<file path="src/rtl/ctrl_pkg.sv">
// Shared control-pipeline types and encodings.
// Forwarding selects, ALUOp codes and per-stage control bundles.
package ctrl_pkg;

  typedef enum logic [1:0] {
    FWD_REG   = 2'b00,
    FWD_MEMWB = 2'b01,
    FWD_EXMEM = 2'b10
  } fwd_sel_e;

  localparam logic [1:0] ALUOP_MEM = 2'b00;
  localparam logic [1:0] ALUOP_BR  = 2'b01;
  localparam logic [1:0] ALUOP_R   = 2'b10;

  typedef struct packed {
    logic alu_src;
    logic mem_read;
    logic mem_write;
    logic reg_write;
    logic mem_to_reg;
  } ex_ctrl_t;

  typedef struct packed {
    logic mem_read;
    logic mem_write;
    logic reg_write;
    logic mem_to_reg;
  } mem_ctrl_t;

  typedef struct packed {
    logic reg_write;
    logic mem_to_reg;
  } wb_ctrl_t;

  function automatic mem_ctrl_t to_mem(ex_ctrl_t c);
    mem_ctrl_t m;
    m.mem_read   = c.mem_read;
    m.mem_write  = c.mem_write;
    m.reg_write  = c.reg_write;
    m.mem_to_reg = c.mem_to_reg;
    return m;
  endfunction

  function automatic wb_ctrl_t to_wb(mem_ctrl_t c);
    wb_ctrl_t w;
    w.reg_write  = c.reg_write;
    w.mem_to_reg = c.mem_to_reg;
    return w;
  endfunction

endpackage

</file>
<file path="src/rtl/ctrl_pipe_fwd_unit.sv">
// EX-stage operand forwarding selects.
// EX/MEM producer wins over MEM/WB; x0 never forwards.
module fwd_unit
  import ctrl_pkg::*;
#(
  parameter int REG_AW = 5
) (
  input  logic [REG_AW-1:0] ex_rs1,
  input  logic [REG_AW-1:0] ex_rs2,
  input  logic              mem_reg_write,
  input  logic [REG_AW-1:0] mem_rd,
  input  logic              wb_reg_write,
  input  logic [REG_AW-1:0] wb_rd,
  output fwd_sel_e          fwd_a,
  output fwd_sel_e          fwd_b
);

  logic mem_ok;
  logic wb_ok;
  logic a_mem;
  logic a_wb;
  logic b_mem;
  logic b_wb;

  assign mem_ok = mem_reg_write & (|mem_rd);
  assign wb_ok  = wb_reg_write & (|wb_rd);

  assign a_mem = mem_ok & (mem_rd == ex_rs1);
  assign b_mem = mem_ok & (mem_rd == ex_rs2);
  assign a_wb  = wb_ok & (wb_rd == ex_rs1) & ~a_mem;
  assign b_wb  = wb_ok & (wb_rd == ex_rs2) & ~b_mem;

  // Operand A select, youngest producer first.
  always_comb begin
    fwd_a = FWD_REG;
    unique case (1'b1)
      a_mem:   fwd_a = FWD_EXMEM;
      a_wb:    fwd_a = FWD_MEMWB;
      default: fwd_a = FWD_REG;
    endcase
  end

  // Operand B select, youngest producer first.
  always_comb begin
    fwd_b = FWD_REG;
    unique case (1'b1)
      b_mem:   fwd_b = FWD_EXMEM;
      b_wb:    fwd_b = FWD_MEMWB;
      default: fwd_b = FWD_REG;
    endcase
  end

endmodule

</file>
<file path="src/rtl/ctrl_pipe.sv">
// Control pipeline ID/EX -> EX/MEM -> MEM/WB.
// Load-use stall, flush bubbles and forwarding selects.
module ctrl_pipe
  import ctrl_pkg::*;
#(
  parameter int REG_AW  = 5,
  parameter int ALUOP_W = 2
) (
  input  logic               clk_i,
  input  logic               rst_i,
  input  logic [ALUOP_W-1:0] ALUOp_i,
  input  logic               ALUSrc_i,
  input  logic               MemRead_i,
  input  logic               MemWrite_i,
  input  logic               RegWrite_i,
  input  logic               MemtoReg_i,
  input  logic [REG_AW-1:0]  rs1_i,
  input  logic [REG_AW-1:0]  rs2_i,
  input  logic [REG_AW-1:0]  rd_i,
  input  logic               flush_i,
  output logic               stall_o,
  output logic [ALUOP_W-1:0] ex_ALUOp_o,
  output logic               ex_ALUSrc_o,
  output logic [1:0]         fwd_a_o,
  output logic [1:0]         fwd_b_o,
  output logic               mem_MemRead_o,
  output logic               mem_MemWrite_o,
  output logic               wb_RegWrite_o,
  output logic               wb_MemtoReg_o,
  output logic [REG_AW-1:0]  wb_rd_o
);

  ex_ctrl_t           id_ctrl;
  ex_ctrl_t           idex_ctrl;
  logic [ALUOP_W-1:0] idex_aluop;
  logic [REG_AW-1:0]  idex_rs1;
  logic [REG_AW-1:0]  idex_rs2;
  logic [REG_AW-1:0]  idex_rd;

  mem_ctrl_t          exmem_ctrl;
  logic [REG_AW-1:0]  exmem_rd;

  wb_ctrl_t           memwb_ctrl;
  logic [REG_AW-1:0]  memwb_rd;

  logic               ld_hit;
  logic               stall;
  logic               bubble;
  fwd_sel_e           fwd_a;
  fwd_sel_e           fwd_b;

  // ID-stage control bundle; MemtoReg masked so X never enters.
  always_comb begin
    id_ctrl            = '0;
    id_ctrl.alu_src    = ALUSrc_i;
    id_ctrl.mem_read   = MemRead_i;
    id_ctrl.mem_write  = MemWrite_i;
    id_ctrl.reg_write  = RegWrite_i;
    id_ctrl.mem_to_reg = MemtoReg_i & RegWrite_i;
  end

  // Load in EX whose result a source in ID needs.
  always_comb begin
    ld_hit = (idex_rd == rs1_i) | (idex_rd == rs2_i);
    stall  = idex_ctrl.mem_read & (|idex_rd) & ld_hit;
    bubble = stall | flush_i;
  end

  // ID/EX register; stall or flush inserts an all-zero bubble.
  always_ff @(posedge clk_i or posedge rst_i) begin
    if (rst_i) begin
      idex_ctrl  <= '0;
      idex_aluop <= '0;
      idex_rs1   <= '0;
      idex_rs2   <= '0;
      idex_rd    <= '0;
    end else if (bubble) begin
      idex_ctrl  <= '0;
      idex_aluop <= '0;
      idex_rs1   <= '0;
      idex_rs2   <= '0;
      idex_rd    <= '0;
    end else begin
      idex_ctrl  <= id_ctrl;
      idex_aluop <= ALUOp_i;
      idex_rs1   <= rs1_i;
      idex_rs2   <= rs2_i;
      idex_rd    <= rd_i;
    end
  end

  // EX/MEM register, always advances.
  always_ff @(posedge clk_i or posedge rst_i) begin
    if (rst_i) begin
      exmem_ctrl <= '0;
      exmem_rd   <= '0;
    end else begin
      exmem_ctrl <= to_mem(idex_ctrl);
      exmem_rd   <= idex_rd;
    end
  end

  // MEM/WB register, always advances.
  always_ff @(posedge clk_i or posedge rst_i) begin
    if (rst_i) begin
      memwb_ctrl <= '0;
      memwb_rd   <= '0;
    end else begin
      memwb_ctrl <= to_wb(exmem_ctrl);
      memwb_rd   <= exmem_rd;
    end
  end

  fwd_unit #(
    .REG_AW(REG_AW)
  ) u_fwd (
    .ex_rs1       (idex_rs1),
    .ex_rs2       (idex_rs2),
    .mem_reg_write(exmem_ctrl.reg_write),
    .mem_rd       (exmem_rd),
    .wb_reg_write (memwb_ctrl.reg_write),
    .wb_rd        (memwb_rd),
    .fwd_a        (fwd_a),
    .fwd_b        (fwd_b)
  );

  assign stall_o        = stall;
  assign ex_ALUOp_o     = idex_aluop;
  assign ex_ALUSrc_o    = idex_ctrl.alu_src;
  assign fwd_a_o        = fwd_a;
  assign fwd_b_o        = fwd_b;
  assign mem_MemRead_o  = exmem_ctrl.mem_read;
  assign mem_MemWrite_o = exmem_ctrl.mem_write;
  assign wb_RegWrite_o  = memwb_ctrl.reg_write;
  assign wb_MemtoReg_o  = memwb_ctrl.mem_to_reg;
  assign wb_rd_o        = memwb_rd;

endmodule

</file>
<file path="config.mk">
export PLATFORM = sky130hd
export DESIGN_NAME = ctrl_pipe
export DESIGN_NICKNAME = d
export VERILOG_FILES = /design/src/rtl/ctrl_pkg.sv /design/src/rtl/ctrl_pipe_fwd_unit.sv /design/src/rtl/ctrl_pipe.sv
export SDC_FILE = /design/constraint.sdc
export NUM_CORES = 1
export LEC_CHECK = 0
export BUFFER_PORTS_ARGS = -buffer_cell sky130_fd_sc_hd__buf_2
export CORE_ASPECT_RATIO = 0.5
export CORE_UTILIZATION = 25
export CTS_CLUSTER_DIAMETER = 60
export DETAILED_ROUTE_END_ITERATION = 8
export GPL_TIMING_DRIVEN = 0
export SETUP_SLACK_MARGIN = 0.02
export SLEW_MARGIN = 20
export SYNTH_ARGS = -nofsm -noshare
export SYNTH_HDL_FRONTEND = slang
export SYNTH_SLANG_ARGS = --single-unit
</file>
<file path="constraint.sdc">
create_clock -name clk_i -period 3.2 [get_ports clk_i]
set_clock_uncertainty 0.05 [all_clocks]
set_input_delay 0.64 -clock clk_i [delete_from_list [all_inputs] [get_ports clk_i]]
set_output_delay 0.64 -clock clk_i [all_outputs]
set_load 0.005 [all_outputs]
</file>
After elaboration in Yosys (flattened, before gate mapping)
Index checks and enable logic that the tools add are counted.

word-level totals
  register bits = 38
  input bits = 25
  output and inout port bits = 17

cells by class
  equality and inequality tests = 6
  multiplexer cells = 7
  bitwise gates (word level) = 15
  reductions and logical operators = 3

operators with widths
  operator                               count
  5-bit == test                          6
  5-bit two-way mux                      4
  5-bit OR reduction                     3
  1-bit bitwise AND                      11
  2-bit one-hot mux with 2 select lines  2
  2-bit two-way mux                      1
  1-bit NOT                              2
  1-bit OR                               2

Longest topological paths before layout
  depth in word-level cells = 6
  depth in mapped cells = 5
  gate-level depth less buffers = 4

By module
A second synthesis with hierarchy kept.

second synthesis, totals
  cell total of the unflattened synthesis = 141
  area total of the unflattened synthesis = 1722.9 sq um

by module, submodules not included
  module     instances  cells an instance  area an instance (sq um)
  ctrl_pipe  1          107                1452.6
  fwd_unit   1          34                 270.3

Least setup slack after synthesis
Ideal clock, no wire load.

  path type = register -> output
  from = reg exmem_rd[4]
  to = out fwd_a_o[0]
  arrival time = 1.440 ns
  setup slack = 1.070 ns
  cell stages (with the launch flop) = 5
  path buffers = 0
  path through = dfrtp_1 -> or4_1 -> o21ai_2 -> nor4_1 -> nor4_2

between the ends
  cells in the longest elaborated chain, start to end = 6
  elaborated cells between the ends (all ways) = 7
  classes of those cells = eq/ne: 1; mux: 1; bitwise: 4; reduce/logical: 1

RTL lines
  item                                       line                      text
  from (decl)                                ctrl_pipe.sv:41           logic [REG_AW-1:0] exmem_rd;
  from (signal assigned)                     ctrl_pipe.sv:99           exmem_rd <= idex_rd;
  5-bit OR reduction                         ctrl_pipe_fwd_unit.sv:25  assign mem_ok = mem_reg_write & (|mem_rd);
  1-bit bitwise AND                          ctrl_pipe_fwd_unit.sv:25
  1-bit bitwise AND (*)                      ctrl_pipe_fwd_unit.sv:28  assign a_mem = mem_ok & (mem_rd == ex_rs1);
  1-bit NOT                                  ctrl_pipe_fwd_unit.sv:30  assign a_wb = wb_ok & (wb_rd == ex_rs1) & ~a_mem;
  1-bit bitwise AND                          ctrl_pipe_fwd_unit.sv:30
  2-bit one-hot mux with 2 select lines (*)  ctrl_pipe_fwd_unit.sv:36  unique case (1'b1)
  to (decl)                                  ctrl_pipe.sv:24           output logic [1:0] fwd_a_o,

Every way passes the cells marked *; elsewhere a longest branch is shown, timed or not.

Final worst setup path
Ends and elaborated chain as after synthesis.

==> Flow_metrics.wiki <==
{| class="wikitable"
! Metric !! Value
|-
| Largest net degree at the start of global routing || 39
|-
| Number of fillers in the final layout || 643
|-
| Final Hold Viols || 0
|-
| Core Rows || 20
|-
| Count of buffers inserted at the top-level ports || roughly 40
|-
| Maximum number of buffers from clock root to sink || 2
|-
| Proportion of layout cells with a drive suffix above 1 || about two fifths
|-
| Met3 global-route usage || between 3 and 4%
|-
| Slack of the worst reg-to-reg path || between 1 and 1.5 ns
|-
| Netlist area before placement || roughly 0.0017 mm²
|-
| Fin. max-slew vios || 0
|-
| Startpoint types || flip-flop
|-
| Overall die area || just over 0.007 mm²
|-
| Layout overhead on the synthesized area || 27.2%
|-
| Worst setup endpoint || fwd_a_o[0]
|-
| Tcrit/Tclk final || around 80%
|-
| Clock-pin slew on the worst setup and hold paths || 0.05 ns
|-
| Core region area || around 0.0064 mm²
|-
| Total CTS buffers || 5
|-
| Post-Synthesis Cells || around 140
|-
| Top Usage Layer GRT || met2
|-
| Post-synth EDFFs || 0
|-
| Clock latency of the later-clocked register in the worst-skew pair || roughly 0.27 ns
|-
| Run status || completed
|-
| Type of the worst setup path || flip-flop to output pin
|-
| Switching share of total power || a little under a quarter
|-
| Storage cell area || 951 µm²
|-
| Worst IR Drop VDD || roughly 220 µV
|-
| Net switching power || 0.269 mW
|-
| Most numerous cell in the Yosys netlist || sky130_fd_sc_hd__dfrtp_1
|-
| Largest fanout of any net on the critical path || 4
|-
| Slew HR || 49.8%
|-
| Share of power burned in the clock network || a little over two fifths
|-
| Fin crit period || between 2 and 3 ns
|-
| Hold-fix buffers at CTS || 0
|-
| Final net count || approximately 210
|-
| First-pass GRT wire length || 5870 µm
|-
| Total Routed Length || approximately 3500 µm
|-
| Global-route usage over all layers || between 10 and 15%
|-
| Final weighted congestion in routability-driven placement || 0.771
|-
| Post-CTS repair timing setup buffer count || 0
|-
| Area of the multi-input gates || between 700 and 800 µm²
|-
| Tightest Pin Transition || 0.752 ns
|-
| Buffer cell driving the clock tree root || sky130_fd_sc_hd__clkbuf_16
|-
| Average footprint of a synthesized cell || 12.4 µm²
|-
| Unrepaired setup endpoints after global routing || false
|-
| Leakage dissipation || 1.02 nW
|-
| Number of antenna diodes || 0
|-
| Total of flip-flops plus latches after synthesis || 38
|-
| Via count of the first global-routing pass || roughly 1300
|-
| Met2 track utilization from global routing || 18.9%
|-
| Worst EP required || ~2.5 ns
|-
| Synth unique cells || 21
|-
| Top FF cell, synth || sky130_fd_sc_hd__dfrtp_1
|-
| Worst R2R End || idex_rs2[2]$_DFF_PP0_
|-
| Total Power || between 1 and 1.5 mW
|-
| Register-to-Register Path Depth || 5
|-
| Count of pins on the block boundary || between 40 and 50
|-
| DRC viols || 0
|-
| Internal portion of total power || 0.876 mW
|-
| Iteration count of the initial detailed-routing pass || 4
|-
| Final setup slack of the worst path || between 0.6 and 0.7 ns
|-
| Core Util, Final || 34.4%
|-
| Launch point of the critical path || exmem_rd[4]$_DFF_PP0_
|-
| Number of cells in the design after placement || about 270
|-
| Average wire per cell in the routed design || 12.6 µm
|-
| TritonCTS clock tree || done
|-
| Count of clock tree sinks || 38
|-
| HPWL after detailed placement || 2690 µm
|-
| Class of the tightest hold or removal check || flip-flop to flip-flop
|-
| Total gr overflow || 0
|-
| Setup-violating endpoint count in the final report || 0
|-
| Number of warnings reported in the yosys synthesis log || 0
|-
| Area contributors post-synth || sky130_fd_sc_hd__dfrtp_1 (55%), sky130_fd_sc_hd__a21oi_2 (10%), sky130_fd_sc_hd__xnor2_1 (8.2%)
|-
| Fraction of synthesized cell area taken by the top area cell type || 55.4%
|-
| Arrival time worst endpoint || between 1.5 and 2 ns
|-
| Die boundary width || around 120 µm
|-
| Net count after synthesis || 164
|-
| Pre-CTS setup slack || 0.828 ns
|-
| Share of total power in combinational logic || between 10% and 20%
|-
| Nature of the critical path endpoint || output pin
|-
| Die Height || about 61 µm
|-
| Global routing usage on met1 || about an eighth
|-
| Origin of the critical flop-to-flop path || idex_rd[0]$_DFF_PP0_
|-
| Portion of total power attributed to sequential cells || between 40 and 50%
|-
| Sequential area share after synthesis || between 50% and 60%
|-
| Fin cells || ~280
|-
| Initial Utilization || between 20% and 30%
|-
| Most numerous cell types in the synthesized netlist || sky130_fd_sc_hd__dfrtp_1 (38), sky130_fd_sc_hd__nand2b_1 (21), sky130_fd_sc_hd__a21oi_2 (20)
|-
| Pwr Density || 524 mW/mm²
|-
| Antenna violations before repair || 0
|-
| Via count normalized by instance count || between 4 and 5
|-
| Fmax || between 300 and 400 MHz
|-
| First-iteration detailed-routing DRC count || 40
|-
| Async set-or-reset flop fraction in the synthesized netlist || 100%
|-
| Remaining antenna violation count after routing || 0
|-
| Number of violations of the max-capacitance limit || 0
|-
| Gates resized, CTS repair || 0
|-
| H-tree levels || 2
|-
| Total Neg Setup Slack || 0 ns
|-
| DR vias || between 1000 and 1500
|-
| Library cell occupying the most area in the post-synthesis netlist || sky130_fd_sc_hd__dfrtp_1
|}
[metal layers]
layer  vias to the layer above  share of wire (%)
met4                         0                1.2
met3                         2                4.3
met1                       550                 46
met2                        21                 49
met5                         -                  0
li1                        566                  -
[area by class of cell]
cell class	instances	share of cell area, %
sequential	38	43.5
inverter	2	0.344
buffer	6	1.83
tap	88	5.04
timing repair buffer	41	9.39
clock buffer	6	6.36
multi-input combinational	93	32.9
clock inverter	2	0.573
[how the worst min path moves through the flow]
stage                                        from                 endpoint  slack [ns]  cells past startpoint
after global placement    exmem_ctrl[0]$_DFF_PP0_  wb_MemtoReg_o$_DFF_PP0_        0.28                      0
final                     exmem_ctrl[0]$_DFF_PP0_  wb_MemtoReg_o$_DFF_PP0_        0.30                      0
after CTS                  idex_ctrl[0]$_DFF_PP0_  exmem_ctrl[0]$_DFF_PP0_        0.30                      0
after global routing       idex_ctrl[0]$_DFF_PP0_  exmem_ctrl[0]$_DFF_PP0_        0.31                      0
after detailed placement   idex_ctrl[0]$_DFF_PP0_  exmem_ctrl[0]$_DFF_PP0_        0.29                      0
after floorplan            idex_ctrl[0]$_DFF_PP0_  exmem_ctrl[0]$_DFF_PP0_        0.28                      0
[per-stage QoR]
step / area (µm²) / hold slack (ns)
3_3_place_gp: 2030 / 0.282
6_report: 2180 / 0.300
4_1_cts: 2180 / 0.304
5_1_grt: 2180 / 0.306
2_1_floorplan: 1720 / 0.281
3_5_place_dp: 2030 / 0.292
[power groups by stage]
| stage | registers, mW | clock network (mW) | logic, mW |
|---|---|---|---|
| 6_report | 0.531 | 0.484 | 0.131 |
| 5_1_grt | 0.535 | 0.516 | 0.145 |
| 4_1_cts | 0.531 | 0.496 | 0.134 |
| 3_5_place_dp | 0.540 | 0 | 0.133 |
| 3_3_place_gp | 0.539 | 0 | 0.129 |
| 2_1_floorplan | 0.534 | 0 | 0.0882 |
[critical path, cell delays in order, from the launching register on]
cell	delay, ns
sky130_fd_sc_hd__dfrtp_1	0.41
sky130_fd_sc_hd__or4_1	0.55
sky130_fd_sc_hd__o21ai_2	0.15
sky130_fd_sc_hd__nor4_1	0.11
sky130_fd_sc_hd__nor4_2	0.25
sky130_fd_sc_hd__buf_2	0.15
[kinds of logic (layout without fill, tap and decap cells)]
| family | after synthesis | count (layout) | share of synthesized area (%) |
|---|---|---|---|
| xor+xnor | 30 | 30 | 15.3 |
| compound gates | 26 | 26 | 12.6 |
| simple gates | 37 | 37 | 14.0 |
| buf+inv | 8 | 57 | 2.77 |
| flops | 38 | 38 | 55.4 |
[sequential cells by signal (all words and copies together), names as in the netlist]
signal          flops
idex_ctrl           4
exmem_rd            5
idex_rs1            5
exmem_ctrl          2
idex_rs2            5
mem_MemRead_o       1
idex_rd             5
wb_RegWrite_o       1
ex_ALUOp_o          2
wb_rd_o             5
wb_MemtoReg_o       1
ex_ALUSrc_o         1
mem_MemWrite_o      1
[placed cells by master (no fill, tap or decap), types with 4 or more instances in the layout]
| cell | instances |
|---|---|
| sky130_fd_sc_hd__a21oi_2 | 20 |
| sky130_fd_sc_hd__buf_2 | 43 |
| sky130_fd_sc_hd__clkbuf_16 | 5 |
| sky130_fd_sc_hd__dfrtp_1 | 38 |
| sky130_fd_sc_hd__nand2b_1 | 21 |
| sky130_fd_sc_hd__nand3_1 | 4 |
| sky130_fd_sc_hd__or4_1 | 5 |
| sky130_fd_sc_hd__xnor2_1 | 16 |
| sky130_fd_sc_hd__xor2_1 | 14 |
(Power assumes the default switching activity.)
